**config.mk**
```make
export PLATFORM = sky130hd
export DESIGN_NAME = ad9361_tdd_ctrl
export DESIGN_NICKNAME = d
export VERILOG_FILES = /design/src/rtl/ad9361_tdd_pkg.sv /design/src/rtl/ad9361_tdd_window.sv /design/src/rtl/ad9361_tdd_ctrl.sv
export SDC_FILE = /design/constraint.sdc
export NUM_CORES = 1
export LEC_CHECK = 0
export CORE_MARGIN = 1.5
export CORE_UTILIZATION = 62
export CTS_CLUSTER_SIZE = 14
export DETAILED_ROUTE_END_ITERATION = 8
export HOLD_SLACK_MARGIN = 0.1
export PLACE_DENSITY_LB_ADDON = 0.2
export SYNTH_ARGS = -nofsm -noshare
export SYNTH_HDL_FRONTEND = slang
export SYNTH_HIERARCHICAL = 1
export SYNTH_SLANG_ARGS = --single-unit
```
**constraint.sdc**
```tcl
create_clock -name clk -period 8.2 [get_ports clk]
set_input_delay 1.64 -clock clk [delete_from_list [all_inputs] [get_ports clk]]
set_output_delay 1.64 -clock clk [all_outputs]
set_load 0.02 [all_outputs]
```
**src/rtl/ad9361_tdd_pkg.sv**
```systemverilog
// ad9361_tdd_pkg: shared state encoding and default widths for the AD9361 TDD controller
package ad9361_tdd_pkg;
  typedef enum logic [1:0] {IDLE, ARMED, RUNNING} tdd_state_t;
  localparam int CNT_W_DEF = 24;
  localparam int BURST_W_DEF = 16;
endpackage

```
**src/rtl/ad9361_tdd_window.sv**
```systemverilog
// ad9361_tdd_window: [on, off) compare on the frame counter with a registered gate output
module ad9361_tdd_window #(
  parameter int W = 24
) (
  input  logic         clk,
  input  logic         rst,
  input  logic         active,
  input  logic [W-1:0] cnt,
  input  logic [W-1:0] on,
  input  logic [W-1:0] off,
  output logic         hit,
  output logic         win
);
  // on >= off can never satisfy both bounds, so empty windows fall out naturally
  assign hit = active && (on <= cnt) && (cnt < off);
  always_ff @(posedge clk)
    win <= rst ? 1'b0 : hit;
endmodule

```
**src/rtl/ad9361_tdd_ctrl.sv**
```systemverilog
// ad9361_tdd_ctrl: TDD frame scheduler for AD9361 ENSM pin control and datapath gating.
// Define AD9361_TDD_SYNC_OUT_EN to add sync_out, a pulse on the first frame_start of each run.
module ad9361_tdd_ctrl
  import ad9361_tdd_pkg::*;
#(
  parameter int CNT_W = CNT_W_DEF,
  parameter int BURST_W = BURST_W_DEF
) (
  input  logic               clk,
  input  logic               rst,
  input  logic               ctrl_enable,
  input  logic               ctrl_sync_en,
  input  logic               sync_in,
  input  logic [CNT_W-1:0]   frame_length,
  input  logic [CNT_W-1:0]   rx_on,
  input  logic [CNT_W-1:0]   rx_off,
  input  logic [CNT_W-1:0]   tx_on,
  input  logic [CNT_W-1:0]   tx_off,
  input  logic [BURST_W-1:0] burst_count,
  output logic               enable,
  output logic               txnrx,
  output logic               rx_window,
  output logic               tx_window,
  output logic               frame_start,
`ifdef AD9361_TDD_SYNC_OUT_EN
  output logic               sync_out,
`endif
  output logic               busy,
  output logic               cfg_error
);
  tdd_state_t state, state_nx;
  logic [CNT_W-1:0] cnt, fl_q, rx_on_q, rx_off_q, tx_on_q, tx_off_q;
  logic [BURST_W-1:0] burst_q, frames_done;
  logic tx_sup, running, wrap, stop, latch, rx_hit, tx_hit, ovl, range_err;
  assign running = state == RUNNING;
  assign wrap = cnt == fl_q;
  assign stop = !ctrl_enable || (burst_q != '0 && (frames_done + 1'b1) == burst_q);
  assign latch = state == IDLE && ctrl_enable;
  assign ovl = rx_on < rx_off && tx_on < tx_off && rx_on < tx_off && tx_on < rx_off;
  assign range_err = {1'b0, rx_off} > {1'b0, frame_length} + 1'b1 ||
                     {1'b0, tx_off} > {1'b0, frame_length} + 1'b1;
  assign busy = state != IDLE;
  assign enable = rx_window | tx_window;
  always_comb begin
    state_nx = state;
    unique case (state)
      IDLE:    state_nx = !ctrl_enable ? IDLE : ctrl_sync_en ? ARMED : RUNNING;
      ARMED:   state_nx = !ctrl_enable ? IDLE : sync_in ? RUNNING : ARMED;
      RUNNING: state_nx = wrap && stop ? IDLE : RUNNING;
      default: state_nx = IDLE;
    endcase
  end
  always_ff @(posedge clk) begin
    if (rst) begin
      state <= IDLE;
      cnt <= '0;
      frames_done <= '0;
      cfg_error <= 1'b0;
      tx_sup <= 1'b0;
      fl_q <= '0;
      rx_on_q <= '0;
      rx_off_q <= '0;
      tx_on_q <= '0;
      tx_off_q <= '0;
      burst_q <= '0;
    end else begin
      state <= state_nx;
      cnt <= (!running || wrap) ? '0 : cnt + 1'b1;
      frames_done <= !running ? '0 : wrap ? frames_done + 1'b1 : frames_done;
      if (latch) begin
        fl_q <= frame_length;
        rx_on_q <= rx_on;
        rx_off_q <= rx_off;
        tx_on_q <= tx_on;
        tx_off_q <= tx_off;
        burst_q <= burst_count;
        cfg_error <= range_err | ovl;
        tx_sup <= ovl;
      end
    end
  end
  ad9361_tdd_window #(.W(CNT_W)) u_rx (
    .clk(clk), .rst(rst), .active(running), .cnt(cnt),
    .on(rx_on_q), .off(rx_off_q), .hit(rx_hit), .win(rx_window)
  );
  // overlapping windows: RX keeps the radio, TX stays shut for the whole run
  ad9361_tdd_window #(.W(CNT_W)) u_tx (
    .clk(clk), .rst(rst), .active(running && !tx_sup), .cnt(cnt),
    .on(tx_on_q), .off(tx_off_q), .hit(tx_hit), .win(tx_window)
  );
  always_ff @(posedge clk) begin
    frame_start <= !rst && running && cnt == '0;
    txnrx <= rst ? 1'b0 : tx_hit ? 1'b1 : rx_hit ? 1'b0 : txnrx;
  end
`ifdef AD9361_TDD_SYNC_OUT_EN
  always_ff @(posedge clk)
    sync_out <= !rst && running && cnt == '0 && frames_done == '0;
`endif
endmodule

```
== Yosys cells after proc, flatten, opt, wreduce, memory -nomap -nowiden ==
Index checks and enable logic that the tools add are counted.
Cells by class
  add/sub/neg operators: 3
  $lt $le $gt $ge: 10
  equal/unequal tests: 4
  multiplexer cells: 8
  bitwise operators: 3
  reductions and logical operators: 27
Operator list (count)
  less-than comparator 24 bit: 6
  greater-than comparator 24 x 25 -> 1 bit: 2
  less-or-equal comparator 24 bit: 2
  adder 24 x 1 -> 25 bit (second input constant): 1
  adder 24 x 1 -> 24 bit (second input constant): 1
  == test 24 bit: 1
  zero test 24 bit: 1
  adder 16 x 1 -> 16 bit (second input constant): 1
  == test 16 bit: 1
  nonzero test 16 bit: 1
  logical AND 1 bit: 13
  2-to-1 mux 2 bit: 5
  case mux 2 bit (3 select lines): 1
  zero test 1 bit: 4
  nonzero test 2 bit: 2
  OR reduction 2 bit: 2
  logical OR 1 bit: 3
  == test 2 x 1 -> 1 bit (second input constant): 1
  == test 2 bit (second input constant): 1
  zero test 2 bit: 1
  2-to-1 mux 1 bit: 2
  OR 1 bit: 2
  NOT 1 bit: 1
Storage, ports and cells
  register bits: 184
  input port bits: 141
  output and inout bits: 7
  word-level logic and storage cells: 70

== Logic depth before layout (Yosys ltp) ==
Gate-level depths: netlist (run 1).
  depth after elaboration: 7
  mapped depth: 13
  depth with buffers taken out: 13

== Modules after synthesis ==
Netlist (run 1), hierarchy kept.
By module, submodules not included
  ad9361_tdd_ctrl: times used 1, cells each 1395, area an instance 10969.3 µm², sequential area each 3643.5 µm²
  ad9361_tdd_window: times used 2, cells each 166, area an instance 1214.9 µm², sequential area each 20.0 µm²

== Worst setup path after synthesis (run 1) ==
OpenSTA, ideal clock, no wires.
  path type: input to register
  start point: in frame_length[0]
  end point: reg cfg_error
  library setup time: 0.060 ns
  data arrival time: 4.123 ns
  data required time: 8.140 ns
  setup slack: 4.017 ns
  cell stages on the path: 13
  buffers on the path: 0
  cells stage by stage: ha_1 -> nand3_1 -> or3_2 -> nor2_1 -> xnor2_1 -> ha_1 -> nand4_1 -> nor2_1 -> nand2_1 -> o311a_1 -> a211o_1 -> a31oi_1 -> a221o_1
On the way
  cells in the longest elaborated chain, start to end: 4
  elaborated cells on any way between the ends: 5
  those cells by class: add/sub (1); order compare (2); bitwise (1); reduce/logical (1)
Ends and longest elaborated chain
  start, declared: line ad9361_tdd_ctrl.sv:14  | input logic [CNT_W-1:0] frame_length,
  adder 24 x 1 -> 25 bit (*): line ad9361_tdd_ctrl.sv:40, ad9361_tdd_ctrl.sv:41
  greater-than comparator 24 x 25 -> 1 bit (on tied branches): line ad9361_tdd_ctrl.sv:40, ad9361_tdd_ctrl.sv:41
  logical OR 1 bit (*): line ad9361_tdd_ctrl.sv:40  | assign range_err = {1'b0, rx_off} > {1'b0, frame_length} + 1'b1 ||
  OR 1 bit (*): line ad9361_tdd_ctrl.sv:77  | cfg_error <= range_err | ovl;
  end signal, assigned: line ad9361_tdd_ctrl.sv:77
  end, declared: line ad9361_tdd_ctrl.sv:29  | output logic cfg_error
Every way passes the cells marked *; elsewhere a longest branch is shown, timed or not.
A chain may end at the register's enable or synchronous reset.

== Worst setup path after layout (run 1) ==
  start point: in frame_length[14]
  end point: reg cfg_error
Same word-level chain as after synthesis.

==> impl_metrics.prom, run 1 <==
# TYPE chip_impl_metric gauge
chip_impl_metric{name="globalRouteOverflowTotal",unit=""} 0
chip_impl_metric{name="boundaryPins",unit=""} 148
chip_impl_info{name="min_delay_worst_endpoint",value="rx_off_q[23]"} 1
chip_impl_metric{name="vdd_ir_drop_max",unit="uV"} 105
chip_impl_metric{name="skew",unit="ns"} 0.0131
chip_impl_info{name="ys_top_cells_by_count",value="329 x sky130_fd_sc_hd__nand2_1, 234 x sky130_fd_sc_hd__ha_1, 201 x sky130_fd_sc_hd__a21oi_1"} 1
chip_impl_metric{name="dieWidth",unit="um"} 150
chip_impl_metric{name="timing.reg2reg.setup_slack",unit="ns"} 5.32
chip_impl_metric{name="placeableCoreArea",unit="sq mm"} 0.0211
chip_impl_info{name="netlist.top_cell.by_area",value="sky130_fd_sc_hd__dfxtp_1"} 1
chip_impl_metric{name="cp.required",unit="ns"} 8.53
chip_impl_metric{name="cts_resized",unit=""} 0
chip_impl_metric{name="drt.antenna.violating_nets",unit=""} 0
chip_impl_metric{name="syn_area",unit="sq mm"} 0.0134
chip_impl_metric{name="grt_max_degree",unit=""} 94
chip_impl_metric{name="synthesis.area_per_instance",unit="sq um"} 7.76
chip_impl_metric{name="synth-edff-count",unit=""} 0
chip_impl_metric{name="number_of_antenna_violations_at_the_first_check_in_global_routing",unit=""} 0
chip_impl_info{name="startpoint_type",value="input port"} 1
chip_impl_metric{name="vias_per_cell",unit=""} 6.12
chip_impl_metric{name="clkLatencyLatePin",unit="ns"} 0.44
chip_impl_metric{name="number_of_slew_limit_violations_in_the_final_report",unit=""} 0
chip_impl_info{name="critPathCaptureType",value="register"} 1
chip_impl_metric{name="worst_r2r_path_depth",unit=""} 9
chip_impl_metric{name="slew_headroom",unit=""} 0.285
chip_impl_metric{name="finalSetupViolCount",unit=""} 0
chip_impl_metric{name="synth.ff_latch_count",unit=""} 184
chip_impl_metric{name="grt_first_pass_wirelength",unit="um"} 64600
chip_impl_info{name="hold_path_class",value="reg2reg"} 1
chip_impl_metric{name="critical_path.max_fanout",unit=""} 5
chip_impl_metric{name="multi_input_logic_area",unit="sq mm"} 0.00889
chip_impl_metric{name="worst-endpoint-arrival",unit="ns"} 5.18
chip_impl_metric{name="clkTransAtPathRegs",unit="ns"} 0.07
chip_impl_metric{name="dp.final_hpwl",unit="um"} 32600
chip_impl_metric{name="layoutNonFillerInstCount",unit=""} 2123
chip_impl_metric{name="clk_path_buf_depth",unit=""} 2
chip_impl_metric{name="cts_made_buffers",unit=""} 17
chip_impl_metric{name="timing.max_cap.violations",unit=""} 0
chip_impl_metric{name="timing.final.crit_period",unit="ns"} 4.85
chip_impl_metric{name="die_height",unit="um"} 150
chip_impl_info{name="run_status",value="complete, no violations"} 1
chip_impl_info{name="synth_flop_cell",value="sky130_fd_sc_hd__dfxtp_1"} 1
chip_impl_info{name="crit_type",value="in2reg"} 1
chip_impl_metric{name="fraction_of_final_layout_cells_with_drive_strength_greater_than_1",unit=""} 0.0308
chip_impl_metric{name="gp_congestion",unit=""} 1.02
chip_impl_metric{name="detailroute.via_count",unit=""} 13000
chip_impl_metric{name="fillers",unit=""} 1727
chip_impl_metric{name="setup-tns-final",unit="ns"} 0
chip_impl_info{name="cts_tree",value="done"} 1
chip_impl_metric{name="routed_wirelength",unit="um"} 42100
chip_impl_info{name="r2r-end",value="txnrx"} 1
chip_impl_info{name="worstHoldStart",value="rx_off_q[23]"} 1
chip_impl_metric{name="cts_post_setup_buffers_inserted",unit=""} 0
chip_impl_metric{name="count_of_input_and_output_buffers",unit=""} 147
chip_impl_metric{name="antennaDiodeCount",unit=""} 0
chip_impl_metric{name="area.growth.synth_to_final",unit="%"} 16.3
chip_impl_metric{name="yosysWarningCount",unit=""} 6
chip_impl_info{name="synth_most_common_cell",value="sky130_fd_sc_hd__nand2_1"} 1
chip_impl_metric{name="powerDensity",unit="mW/mm^2"} 152
chip_impl_metric{name="post-route-period-util",unit=""} 0.592
chip_impl_metric{name="timing.fmax",unit="MHz"} 206
chip_impl_metric{name="htree_num_levels",unit=""} 4
chip_impl_metric{name="dr.pass1.iters",unit=""} 7
chip_impl_metric{name="timing.final.hold_violations",unit=""} 0
chip_impl_metric{name="worstMarginPinSlew",unit="ns"} 1.07
chip_impl_metric{name="vias_in_the_first_global_route",unit=""} 12000
chip_impl_info{name="yosys-top-cells-area",value="sky130_fd_sc_hd__dfxtp_1 27%, sky130_fd_sc_hd__ha_1 22%, sky130_fd_sc_hd__nand2_1 9.2%"} 1
chip_impl_metric{name="synth_top_area_share",unit=""} 0.275
chip_impl_metric{name="drtIter0Drc",unit=""} 1255
chip_impl_metric{name="routed_wire_length_per_instance",unit="um"} 19.9
chip_impl_metric{name="seqCellArea",unit="sq mm"} 0.00368
chip_impl_metric{name="fp-row-count",unit=""} 53
chip_impl_info{name="regToRegStartpoint",value="cnt[20]"} 1
chip_impl_metric{name="p_leak",unit="uW"} 0.00655
chip_impl_metric{name="floorplan.initialDensity",unit=""} 0.635
chip_impl_metric{name="remaining_drc_errors",unit=""} 0
chip_impl_metric{name="die_area",unit="sq mm"} 0.0225
chip_impl_metric{name="netlist-cell-type-count",unit=""} 65
chip_impl_metric{name="netlist_instances",unit=""} 1727
chip_impl_metric{name="synth-async-reset-ratio",unit=""} 0
chip_impl_metric{name="nNetsFinal",unit=""} 2210
chip_impl_info{name="clock_tree.root_cell",value="sky130_fd_sc_hd__clkbuf_16"} 1
chip_impl_metric{name="min_path_cells",unit=""} 2
chip_impl_metric{name="seq_area_frac_synth",unit=""} 0.275
chip_impl_metric{name="clock-sinks",unit=""} 184
chip_impl_metric{name="track_usage",unit=""} 0.376
chip_impl_metric{name="placedCellCount",unit=""} 2091
chip_impl_metric{name="synth.net_count",unit=""} 2102
chip_impl_info{name="rsz_0062_raised_after_global_routing",value="no"} 1
chip_impl_metric{name="cts_hold_buf",unit=""} 0
## power by group
| part | switching, uW | internal [uW] |
|---|---|---|
| clock | 391 | 435 |
| combinational | 336 | 237 |
| sequential | 34.8 | 942 |
| total | 762 | 1610 |
## registers in the layout, summed over array words and instances, names as in the netlist
name	cells
cnt	24
fl_q	24
rx_off_q	24
rx_on_q	24
tx_off_q	24
tx_on_q	24
burst_q	16
frames_done	16
state	2
cfg_error	1
frame_start	1
tx_sup	1
txnrx	1
u_rx/win	1
u_tx/win	1
## through the flow
step	util	instance area, sq um	worst slack, ns	power [uW]	hold WS, ns
global route	0.739	15600	3.18	2470	0.470
CTS	0.739	15600	3.36	2360	0.456
detailed placement	0.712	15000	2.93	1550	0.447
global placement	0.712	15000	2.96	1540	0.442
floorplan	-	13400	4.02	1320	0.436
finish	0.739	15600	3.35	2380	0.455
## area by class of cell
type                    count  area share
inverters                 157      0.0378
multi-input cells        1323       0.571
clock inverters            14     0.00851
repair buffers            152      0.0966
clock buffers              18      0.0282
flip-flops and latches    184       0.236
well taps                 275      0.0221
## layout by cell type, fill, tap and decap left out, types with 5 or more instances in the layout
cell type | Yosys | layout
sky130_fd_sc_hd__a211oi_1 | 18 | 18
sky130_fd_sc_hd__and3_1 | 11 | 11
sky130_fd_sc_hd__nor4_1 | 23 | 23
sky130_fd_sc_hd__a2111oi_0 | 6 | 6
sky130_fd_sc_hd__a31oi_1 | 5 | 5
sky130_fd_sc_hd__o2111ai_1 | 6 | 6
sky130_fd_sc_hd__nand3_1 | 41 | 41
sky130_fd_sc_hd__a21o_1 | 35 | 35
sky130_fd_sc_hd__inv_1 | 157 | 157
sky130_fd_sc_hd__a21oi_1 | 201 | 201
sky130_fd_sc_hd__nor3_1 | 14 | 14
sky130_fd_sc_hd__nand2b_1 | 11 | 11
sky130_fd_sc_hd__ha_1 | 234 | 234
sky130_fd_sc_hd__clkdlybuf4s50_1 | 0 | 146
sky130_fd_sc_hd__nand2_1 | 329 | 329
sky130_fd_sc_hd__buf_4 | 0 | 6
sky130_fd_sc_hd__nor2b_1 | 9 | 9
sky130_fd_sc_hd__dfxtp_1 | 184 | 184
sky130_fd_sc_hd__nand4_1 | 71 | 71
sky130_fd_sc_hd__nor2_1 | 90 | 89
sky130_fd_sc_hd__o21a_1 | 5 | 5
sky130_fd_sc_hd__clkbuf_16 | 0 | 17
sky130_fd_sc_hd__inv_6 | 0 | 6
sky130_fd_sc_hd__xnor2_1 | 51 | 51
sky130_fd_sc_hd__xor2_1 | 54 | 54
sky130_fd_sc_hd__o21ai_0 | 32 | 32
## worst max path at each step
stage,end,cells after the start,startpoint,slack (ns)
final,cfg_error,13,frame_length[14],3.35
after global routing,cfg_error,13,frame_length[2],3.18
after CTS,cfg_error,13,frame_length[9],3.36
after detailed placement,cfg_error,13,frame_length[9],2.93
after global placement,cfg_error,14,frame_length[0],2.96
after floorplan,cfg_error,13,frame_length[0],4.02
## cells by family (layout without fill, tap and decap cells)
| family | Yosys count | in the layout | synth area share |
|---|---|---|---|
| muxes | 3 | 3 | 0.00261 |
| xor gates and xnor gates | 105 | 105 | 0.0686 |
| buffers and inverters | 220 | 341 | 0.0621 |
| and+or+nand+nor | 635 | 635 | 0.220 |
| AOI/OAI and AO/OA | 345 | 345 | 0.152 |
| adders and majority gates | 235 | 235 | 0.219 |
| DFF | 184 | 184 | 0.275 |
## routing by layer
layer	track usage	part of all wire
met5	0	0
met4	0.147	0.034
met3	0.0585	0.088
met2	0.605	0.45
met1	0.502	0.42
## worst max-delay path, stage by stage
cell,delay [ns]
sky130_fd_sc_hd__clkdlybuf4s50_1,0.62
sky130_fd_sc_hd__nand4_1,0.27
sky130_fd_sc_hd__nor4_4,0.45
sky130_fd_sc_hd__nand3_1,0.14
sky130_fd_sc_hd__xor2_1,0.33
sky130_fd_sc_hd__ha_1,0.40
sky130_fd_sc_hd__a21oi_1,0.23
sky130_fd_sc_hd__nor2b_1,0.09
sky130_fd_sc_hd__nor3_1,0.30
sky130_fd_sc_hd__o2111ai_1,0.17
sky130_fd_sc_hd__o2bb2ai_1,0.18
sky130_fd_sc_hd__a211oi_1,0.09
sky130_fd_sc_hd__a221o_1,0.26
(Power assumes the default switching activity.)
==> run 2, diff against run 1 <==
CORE_UTILIZATION = 52   (was 62)
clock period = 4.31 ns   (was 8.2 ns; I/O delays follow)
==> impl_metrics.prom, run 2 (synthesized netlist as in run 1, its figures left out) <==
# TYPE chip_impl_metric gauge
chip_impl_metric{name="antennaDiodeCount",unit=""} 0
chip_impl_metric{name="multi_input_logic_area",unit="sq mm"} 0.00889
chip_impl_metric{name="drtIter0Drc",unit=""} 1007
chip_impl_info{name="worstHoldStart",value="tx_off_q[12]"} 1
chip_impl_metric{name="combinational_fraction_of_design_power",unit=""} 0.244
chip_impl_metric{name="placeableCoreArea",unit="sq mm"} 0.0253
chip_impl_metric{name="globalRouteOverflowTotal",unit=""} 0
chip_impl_metric{name="cts_post_setup_buffers_inserted",unit=""} 0
chip_impl_metric{name="clkLatencyLatePin",unit="ns"} 0.44
chip_impl_metric{name="boundaryPins",unit=""} 148
chip_impl_info{name="clock_tree.root_cell",value="sky130_fd_sc_hd__clkbuf_16"} 1
chip_impl_metric{name="cts_hold_buf",unit=""} 0
chip_impl_metric{name="cts_resized",unit=""} 0
chip_impl_metric{name="pwr-share-clk",unit=""} 0.354
chip_impl_info{name="layout.cells.most_common",value="sky130_fd_sc_hd__nand2_1"} 1
chip_impl_metric{name="min_path_cells",unit=""} 2
chip_impl_info{name="slowest_stage",value="sky130_fd_sc_hd__clkdlybuf4s50_1"} 1
chip_impl_metric{name="timing.reg2reg.setup_slack",unit="ns"} 1.52
chip_impl_metric{name="setup-tns-final",unit="ns"} 0
chip_impl_metric{name="timing.final.hold_violations",unit=""} 0
chip_impl_metric{name="total_power",unit="uW"} 4610
chip_impl_metric{name="gp_congestion",unit=""} 0.923
chip_impl_metric{name="area.growth.synth_to_final",unit="%"} 20.2
chip_impl_metric{name="critical_path.max_fanout",unit=""} 4
chip_impl_info{name="cts_tree",value="done"} 1
chip_impl_info{name="run_status",value="complete, no violations"} 1
chip_impl_info{name="min_delay_worst_endpoint",value="tx_off_q[12]"} 1
chip_impl_metric{name="clk_path_buf_depth",unit=""} 2
chip_impl_metric{name="vias_in_the_first_global_route",unit=""} 12300
chip_impl_info{name="hold_path_class",value="reg2reg"} 1
chip_impl_metric{name="post-route-period-util",unit=""} 0.883
chip_impl_info{name="regToRegStartpoint",value="state[1]"} 1
chip_impl_metric{name="powerDensity",unit="mW/mm^2"} 286
chip_impl_metric{name="grt_first_pass_wirelength",unit="um"} 65900
chip_impl_metric{name="vdd_ir_drop_max",unit="uV"} 237
chip_impl_metric{name="clock-sinks",unit=""} 184
chip_impl_metric{name="skew",unit="ns"} 0.0116
chip_impl_metric{name="fp-row-count",unit=""} 58
chip_impl_metric{name="sw_frac_of_total",unit=""} 0.309
chip_impl_metric{name="power.share.sequential",unit=""} 0.403
chip_impl_metric{name="critical_path.max_stage_delay",unit="ns"} 0.56
chip_impl_info{name="crit_type",value="in2reg"} 1
chip_impl_metric{name="number_of_antenna_violations_at_the_first_check_in_global_routing",unit=""} 1
chip_impl_metric{name="final_critical_path_setup_slack",unit="ns"} 0.504
chip_impl_metric{name="die_area",unit="sq mm"} 0.0267
chip_impl_metric{name="remaining_drc_errors",unit=""} 0
chip_impl_metric{name="timing.fmax",unit="MHz"} 263
chip_impl_metric{name="worst_r2r_path_depth",unit=""} 9
chip_impl_metric{name="floorplan.initialDensity",unit=""} 0.531
chip_impl_metric{name="worst-endpoint-arrival",unit="ns"} 4.19
chip_impl_metric{name="dp_slack",unit="ns"} 0.137
chip_impl_metric{name="detailroute.via_count",unit=""} 12900
chip_impl_metric{name="cts_made_buffers",unit=""} 17
chip_impl_metric{name="track_usage",unit=""} 0.321
chip_impl_metric{name="post-route-cell-area",unit="sq mm"} 0.0161
chip_impl_metric{name="dp.final_hpwl",unit="um"} 33300
chip_impl_metric{name="routed_wirelength",unit="um"} 42400
chip_impl_metric{name="p_leak",unit="uW"} 0.00682
chip_impl_info{name="cp_cell_sequence",value="clkdlybuf4s50_1, ha_1, nand3_1, or3_2, nor2_1, xnor2_1, ha_1, nand4_1, nor2_1, nand2_1, o311a_1, a211o_1, a31oi_1, a221o_1"} 1
chip_impl_metric{name="clkTransAtPathRegs",unit="ns"} 0.07
chip_impl_metric{name="seqCellArea",unit="sq mm"} 0.00368
chip_impl_metric{name="p_int",unit="uW"} 3190
chip_impl_metric{name="timing.final.crit_period",unit="ns"} 3.81
chip_impl_info{name="critPathCaptureType",value="register"} 1
chip_impl_metric{name="drt.antenna.violating_nets",unit=""} 0
chip_impl_metric{name="dieWidth",unit="um"} 164
chip_impl_metric{name="grt_max_degree",unit=""} 93
chip_impl_metric{name="finalSetupViolCount",unit=""} 0
chip_impl_metric{name="routed_wire_length_per_instance",unit="um"} 19.0
chip_impl_metric{name="cp.required",unit="ns"} 4.69
chip_impl_metric{name="timing.max_cap.violations",unit=""} 0
chip_impl_metric{name="worstMarginPinSlew",unit="ns"} 1.08
chip_impl_metric{name="number_of_slew_limit_violations_in_the_final_report",unit=""} 0
chip_impl_metric{name="fraction_of_final_layout_cells_with_drive_strength_greater_than_1",unit=""} 0.0589
chip_impl_info{name="critical_path.top_delay_family",value="simple AND/OR/NAND/NOR gates"} 1
chip_impl_metric{name="slew_headroom",unit=""} 0.270
chip_impl_metric{name="vias_per_cell",unit=""} 5.79
chip_impl_info{name="startpoint_type",value="input port"} 1
chip_impl_metric{name="die_height",unit="um"} 164
chip_impl_metric{name="count_of_input_and_output_buffers",unit=""} 147
chip_impl_metric{name="dr.pass1.iters",unit=""} 5
chip_impl_info{name="mostFrequentLayoutCells",value="329 x sky130_fd_sc_hd__nand2_1, 234 x sky130_fd_sc_hd__ha_1, 201 x sky130_fd_sc_hd__a21oi_1"} 1
chip_impl_metric{name="fillers",unit=""} 2280
chip_impl_info{name="rsz_0062_raised_after_global_routing",value="no"} 1
chip_impl_metric{name="htree_num_levels",unit=""} 4
chip_impl_metric{name="critical_path_buf_inv_count",unit=""} 1
chip_impl_metric{name="nNetsFinal",unit=""} 2265
chip_impl_metric{name="power_switching",unit="uW"} 1420
chip_impl_info{name="r2r-end",value="tx_sup"} 1
chip_impl_metric{name="placed_cell_area",unit="sq mm"} 0.0155
-- run 2: metal layers --
| layer | vias up | wire length [um] | global-route usage |
|---|---|---|---|
| met5 | - | 0 | 0 |
| met4 | 0 | 1230 | 0.109 |
| met3 | 80 | 2790 | 0.0460 |
| met2 | 457 | 19700 | 0.533 |
| met1 | 6065 | 18700 | 0.424 |
| li1 | 6318 | - | - |
-- run 2: final cells by class --
type / count / area share
multi-input cells: 1323 / 0.552
flip-flops and latches: 184 / 0.229
repair buffers: 207 / 0.119
inverters: 157 / 0.0366
clock buffers: 20 / 0.0290
well taps: 330 / 0.0256
clock inverters: 12 / 0.00886
-- run 2: tightest hold or removal path, cell delays in order (launching register included) --
cell	delay [ns]
sky130_fd_sc_hd__dfxtp_1	0.31
sky130_fd_sc_hd__nand2_1	0.05
sky130_fd_sc_hd__a21oi_1	0.05
-- run 2: worst max path at each step --
stage | start | endpoint | depth (start not counted) | slack [ns]
6_report | frame_length[1] | cfg_error | 14 | 0.50
5_1_grt | frame_length[2] | cfg_error | 13 | 0.33
4_1_cts | frame_length[1] | cfg_error | 14 | 0.57
3_5_place_dp | frame_length[0] | cfg_error | 14 | 0.14
3_3_place_gp | frame_length[0] | cfg_error | 14 | 0.21
2_1_floorplan | frame_length[0] | cfg_error | 13 | 0.91
-- run 2: power groups by stage --
stage / registers (uW) / logic (uW) / clock network [uW]
6_report: 1860 / 1120 / 1630
5_1_grt: 1870 / 1240 / 1710
4_1_cts: 1860 / 1110 / 1640
3_5_place_dp: 1900 / 1100 / 0
3_3_place_gp: 1890 / 1080 / 0
2_1_floorplan: 1880 / 632 / 0
-- run 2: metrics by stage --
stage,util,cells,hold slack [ns]
final,0.638,2233,0.457
after global routing,0.638,2233,0.472
after CTS,0.638,2233,0.456
after detailed placement,0.614,2201,0.447
after global placement,0.614,2201,0.442
after floorplan,-,1727,0.436
==> run 3, diff against run 2 <==
CORE_MARGIN = unset   (was 1.5)
==> impl_metrics.prom, run 3 (synthesized netlist as in run 1, its figures left out) <==
# TYPE chip_impl_metric gauge
chip_impl_metric{name="powerDensity",unit="mW/mm^2"} 290
chip_impl_metric{name="vdd_ir_drop_max",unit="uV"} 261
chip_impl_info{name="slowest_stage",value="sky130_fd_sc_hd__clkdlybuf4s50_1"} 1
chip_impl_metric{name="p_leak",unit="uW"} 0.00691
chip_impl_metric{name="critical_path.max_fanout",unit=""} 6
chip_impl_info{name="startpoint_type",value="input port"} 1
chip_impl_metric{name="routed_wire_length_per_instance",unit="um"} 18.7
chip_impl_metric{name="worstMarginPinSlew",unit="ns"} 1.10
chip_impl_metric{name="floorplan.initialDensity",unit=""} 0.531
chip_impl_info{name="r2r-end",value="txnrx"} 1
chip_impl_metric{name="multi_input_logic_area",unit="sq mm"} 0.00889
chip_impl_metric{name="cts_post_setup_buffers_inserted",unit=""} 0
chip_impl_metric{name="fillers",unit=""} 2219
chip_impl_info{name="regToRegStartpoint",value="cnt[19]"} 1
chip_impl_metric{name="worst_r2r_path_depth",unit=""} 10
chip_impl_metric{name="setup-tns-final",unit="ns"} 0
chip_impl_metric{name="number_of_slew_limit_violations_in_the_final_report",unit=""} 0
chip_impl_metric{name="nNetsFinal",unit=""} 2278
chip_impl_info{name="worstHoldStart",value="tx_off_q[20]"} 1
chip_impl_info{name="hold_path_class",value="reg2reg"} 1
chip_impl_metric{name="fraction_of_final_layout_cells_with_drive_strength_greater_than_1",unit=""} 0.0652
chip_impl_info{name="cts_tree",value="done"} 1
chip_impl_metric{name="post-route-period-util",unit=""} 0.888
chip_impl_info{name="worstSetupStartpoint",value="frame_length[2]"} 1
chip_impl_info{name="crit_type",value="in2reg"} 1
chip_impl_metric{name="gp_congestion",unit=""} 0.947
chip_impl_metric{name="clock-sinks",unit=""} 184
chip_impl_metric{name="worst-endpoint-arrival",unit="ns"} 4.15
chip_impl_metric{name="grt_first_pass_wirelength",unit="um"} 65500
chip_impl_metric{name="timing.max_cap.violations",unit=""} 0
chip_impl_metric{name="vias_in_the_first_global_route",unit=""} 12200
chip_impl_metric{name="clkLatencyLatePin",unit="ns"} 0.43
chip_impl_metric{name="fp-row-count",unit=""} 58
chip_impl_metric{name="dp.final_hpwl",unit="um"} 33000
chip_impl_metric{name="cp.required",unit="ns"} 4.63
chip_impl_metric{name="critical_path_buf_inv_count",unit=""} 1
chip_impl_metric{name="globalRouteOverflowTotal",unit=""} 0
chip_impl_info{name="clock_tree.root_cell",value="sky130_fd_sc_hd__clkbuf_16"} 1
chip_impl_metric{name="timing.final.hold_violations",unit=""} 0
chip_impl_info{name="min_delay_worst_endpoint",value="tx_off_q[20]"} 1
chip_impl_metric{name="timing.reg2reg.setup_slack",unit="ns"} 1.44
chip_impl_metric{name="number_of_antenna_violations_at_the_first_check_in_global_routing",unit=""} 1
chip_impl_info{name="cp_cell_sequence",value="clkdlybuf4s50_1, nand4_1, nor3_1, and3_1, nand3_1, xor2_1, ha_1, nor2b_1, nor3_1, o2111ai_1, o2bb2ai_1, a211oi_1, a221o_1"} 1
chip_impl_info{name="layout.cells.most_common",value="sky130_fd_sc_hd__nand2_1"} 1
chip_impl_metric{name="total_power",unit="uW"} 4710
chip_impl_metric{name="skew",unit="ns"} 0.0105
chip_impl_metric{name="remaining_drc_errors",unit=""} 0
chip_impl_metric{name="cts_hold_buf",unit=""} 0
chip_impl_info{name="rsz_0062_raised_after_global_routing",value="no"} 1
chip_impl_info{name="mostFrequentLayoutCells",value="329 x sky130_fd_sc_hd__nand2_1, 234 x sky130_fd_sc_hd__ha_1, 201 x sky130_fd_sc_hd__a21oi_1"} 1
chip_impl_metric{name="boundaryPins",unit=""} 148
chip_impl_info{name="critPathCaptureType",value="register"} 1
chip_impl_metric{name="timing.final.crit_period",unit="ns"} 3.83
chip_impl_metric{name="seqCellArea",unit="sq mm"} 0.00368
chip_impl_metric{name="vias_per_cell",unit=""} 5.78
chip_impl_metric{name="slew_headroom",unit=""} 0.261
chip_impl_metric{name="dieWidth",unit="um"} 163
chip_impl_metric{name="cts_made_buffers",unit=""} 17
chip_impl_metric{name="drt.antenna.violating_nets",unit=""} 0
chip_impl_metric{name="count_of_input_and_output_buffers",unit=""} 147
chip_impl_metric{name="die_height",unit="um"} 163
chip_impl_metric{name="finalSetupViolCount",unit=""} 0
chip_impl_metric{name="detailroute.via_count",unit=""} 13000
chip_impl_metric{name="track_usage",unit=""} 0.322
chip_impl_info{name="run_status",value="complete, no violations"} 1
chip_impl_metric{name="htree_num_levels",unit=""} 4
chip_impl_metric{name="timing.fmax",unit="MHz"} 261
chip_impl_metric{name="drtIter0Drc",unit=""} 977
chip_impl_metric{name="routed_wirelength",unit="um"} 42000
chip_impl_metric{name="placeableCoreArea",unit="sq mm"} 0.0253
chip_impl_metric{name="clkTransAtPathRegs",unit="ns"} 0.07
chip_impl_info{name="timing.critical_path.mode_cell",value="sky130_fd_sc_hd__nor3_1"} 1
chip_impl_metric{name="critical_path.max_stage_delay",unit="ns"} 0.60
chip_impl_info{name="critical_path.top_delay_family",value="simple AND/OR/NAND/NOR gates"} 1
chip_impl_metric{name="dr.pass1.iters",unit=""} 5
chip_impl_metric{name="area.growth.synth_to_final",unit="%"} 21.3
chip_impl_metric{name="grt_max_degree",unit=""} 95
chip_impl_metric{name="cts_resized",unit=""} 0
chip_impl_metric{name="min_path_cells",unit=""} 2
chip_impl_metric{name="clk_path_buf_depth",unit=""} 2
chip_impl_metric{name="die_area",unit="sq mm"} 0.0264
[run 3: cell types whose count changed in the layout (fill, tap and decap cells not counted)]
cell	delta
sky130_fd_sc_hd__clkinv_2	+1
sky130_fd_sc_hd__diode_2	+1
sky130_fd_sc_hd__clkbuf_8	-3
sky130_fd_sc_hd__buf_4	+12
sky130_fd_sc_hd__clkinv_4	-3
sky130_fd_sc_hd__inv_8	+1
sky130_fd_sc_hd__clkinvlp_4	-2
sky130_fd_sc_hd__bufinv_16	+2
sky130_fd_sc_hd__inv_6	+4
sky130_fd_sc_hd__buf_12	+1
[run 3: worst max path at each step]
stage	endpoint	slack, ns	cells after the start
5_1_grt	cfg_error	0.31	13
6_report	cfg_error	0.48	13
3_3_place_gp	cfg_error	0.17	13
2_1_floorplan	cfg_error	0.91	13
4_1_cts	cfg_error	0.52	13
3_5_place_dp	cfg_error	0.09	13
[run 3: cell type report]
cell class                 instances  share of cell area
antenna                            1            0.000154
clock buffer                      17              0.0262
clock inverter                    15              0.0131
inverter                         157              0.0363
multi-input combinational       1323               0.547
sequential                       184               0.227
tap                              330              0.0254
timing repair buffer             220               0.125
[run 3: metal layers]
metal,track usage,up-vias,share of wire
met5,0,-,0
met4,0.105,0,0.025
met3,0.0476,73,0.072
met2,0.526,458,0.46
met1,0.433,6116,0.44
li1,-,6351,-
[run 3: power by group]
group	switching, uW	internal [uW]
combinational	633	490
sequential	65.4	1790
clock	738	989
[run 3: worst register-to-register path: cells and delay by family, from the launching register on]
family / cells / cell delay, ns
DFF: 1 / 0.68
and+or+nand+nor: 4 / 1.20
adders and majority gates: 1 / 0.34
buffers and inverters: 2 / 0.17
AOI/OAI and AO/OA: 3 / 0.42
[run 3: stage by stage]
stage                     cells  cell area [sq um]  setup WS [ns]   util  hold WS, ns
after floorplan            1727              13400          0.905      -        0.436
after global placement     2214              15600          0.166  0.618        0.442
after detailed placement   2214              15600         0.0937  0.618        0.446
after CTS                  2246              16200          0.522  0.643        0.456
after global routing       2246              16200          0.309  0.643        0.471
final                      2247              16200          0.483  0.643        0.457
==> patch (settings of run 3) <==
The output `frame_start` loses its register stage (`frame_start` becomes a continuous assignment).
--- a/src/rtl/ad9361_tdd_ctrl.sv
+++ b/src/rtl/ad9361_tdd_ctrl.sv
@@ -89,9 +89,10 @@
     .on(tx_on_q), .off(tx_off_q), .hit(tx_hit), .win(tx_window)
   );
   always_ff @(posedge clk) begin
-    frame_start <= !rst && running && cnt == '0;
     txnrx <= rst ? 1'b0 : tx_hit ? 1'b1 : rx_hit ? 1'b0 : txnrx;
   end
+
+  assign frame_start = !rst && running && cnt == '0;
 `ifdef AD9361_TDD_SYNC_OUT_EN
   always_ff @(posedge clk)
     sync_out <= !rst && running && cnt == '0 && frames_done == '0;
Formal check against the unedited RTL: not equivalent (Yosys sat finds a counterexample within 4 cycles, from zero or initial values and one cycle with rst high).
==> patch against run 3 <==
- area after synthesis is 0.15% lower
- sequential cell count is 1 lower
- power is essentially flat
- non-clock buffer count shrank 13
- count of clock-buffer cells in the layout up 1
- final area shrank 0.78%
- wire length increased by 0.91%
- setup slack improved by 0.052 ns
==> patch: results (changes against run 3) <==
met3 Usage GRT=3.49% (was 4.76%); largest net degree at the start of global routing=96 (was 95); post-place instance area=0.0155 sq mm (was 0.0156 sq mm); wire length per cell after detailed routing=19.0 um (was 18.7 um); share of cells above drive strength 1=5.89% (was 6.52%); maximum VDD drop=0.266 mV (was 0.261 mV); CP peak stage delay=0.59 ns; met2 usage=54.0% (was 52.6%); NumNets Final=2,264 (was 2,278); Seq/Total Area, Yosys=27.4% (was 27.5%); global-route usage over all layers=32.4% (was 32.2%); DRT iter0 DRCs=1,037 (was 977); initial antenna violation count=0 (was 1); met1 Resource Use GR=43.1% (was 43.3%); Fillers=2,227 (was 2,219); first-pass GRT wire length=66,000 um (was 65,500 um); worst hold slack=0.456 ns (was 0.457 ns); Final Skew=0.0148 ns (was 0.0105 ns); I/O Buffers=147 (unchanged); Cell Int Power=0.00326 W (was 0.00327 W); Final Non-Filler Cells=2,232 (was 2,247); fin crit period=3.78 ns (was 3.83 ns); vias in the first global route=12,300 (was 12,200); DR WL met3=2440 um (was 3010 um); synth cell count leaders=nand2_1 (329), ha_1 (234), a21oi_1 (201), dfxtp_1 (183), inv_1 (157) (was nand2_1 (329), ha_1 (234), a21oi_1 (201), dfxtp_1 (184), inv_1 (157)); Reg2Reg Setup Slack=1.50 ns (was 1.44 ns); GP Congestion=0.959 (was 0.947); Pleak=6.84 nW (was 6.91 nW); Synthesized Nets=2,101 (was 2,102); outcome=complete, no violations (unchanged); largest cells by area after synthesis=dfxtp_1 (27%), ha_1 (22%), nand2_1 (9.2%) (unchanged); met2 WL=19,700 um (was 19,400 um); Via density=5.79 (was 5.78); DP Worst Slack=0.116 ns (was 0.0937 ns); Tightest Pin Transition=1.07 ns (was 1.10 ns); Tot Pwr=0.00471 W (about the same)
==> patch: worst paths after layout <==
kind / start / depth (start not counted) / to
min reg2reg: rx_off_q[10] / 2 / rx_off_q[10]
min: rx_off_q[10] / 2 / rx_off_q[10]
max: frame_length[2] / 13 / cfg_error
max reg2reg: cnt[23] / 10 / txnrx
==> patch: cell type report <==
cell class / count / area share [%]
multi-input combinational: 1323 / 55.2
sequential: 183 / 22.7
timing repair buffer: 207 / 11.9
inverter: 157 / 3.66
clock buffer: 18 / 2.72
tap: 330 / 2.56
clock inverter: 14 / 1.27
==> patch: cell families (layout without fill, tap and decap cells) <==
| group | Yosys count | after routing | share of synthesized area, % |
|---|---|---|---|
| and+or+nand+nor | 635 | 635 | 22.1 |
| AOI/OAI and AO/OA | 345 | 345 | 15.2 |
| adders and majority gates | 235 | 235 | 22.0 |
| buffers and inverters | 220 | 396 | 6.22 |
| DFF | 183 | 183 | 27.4 |
| xor gates and xnor gates | 105 | 105 | 6.87 |
| muxes | 3 | 3 | 0.262 |
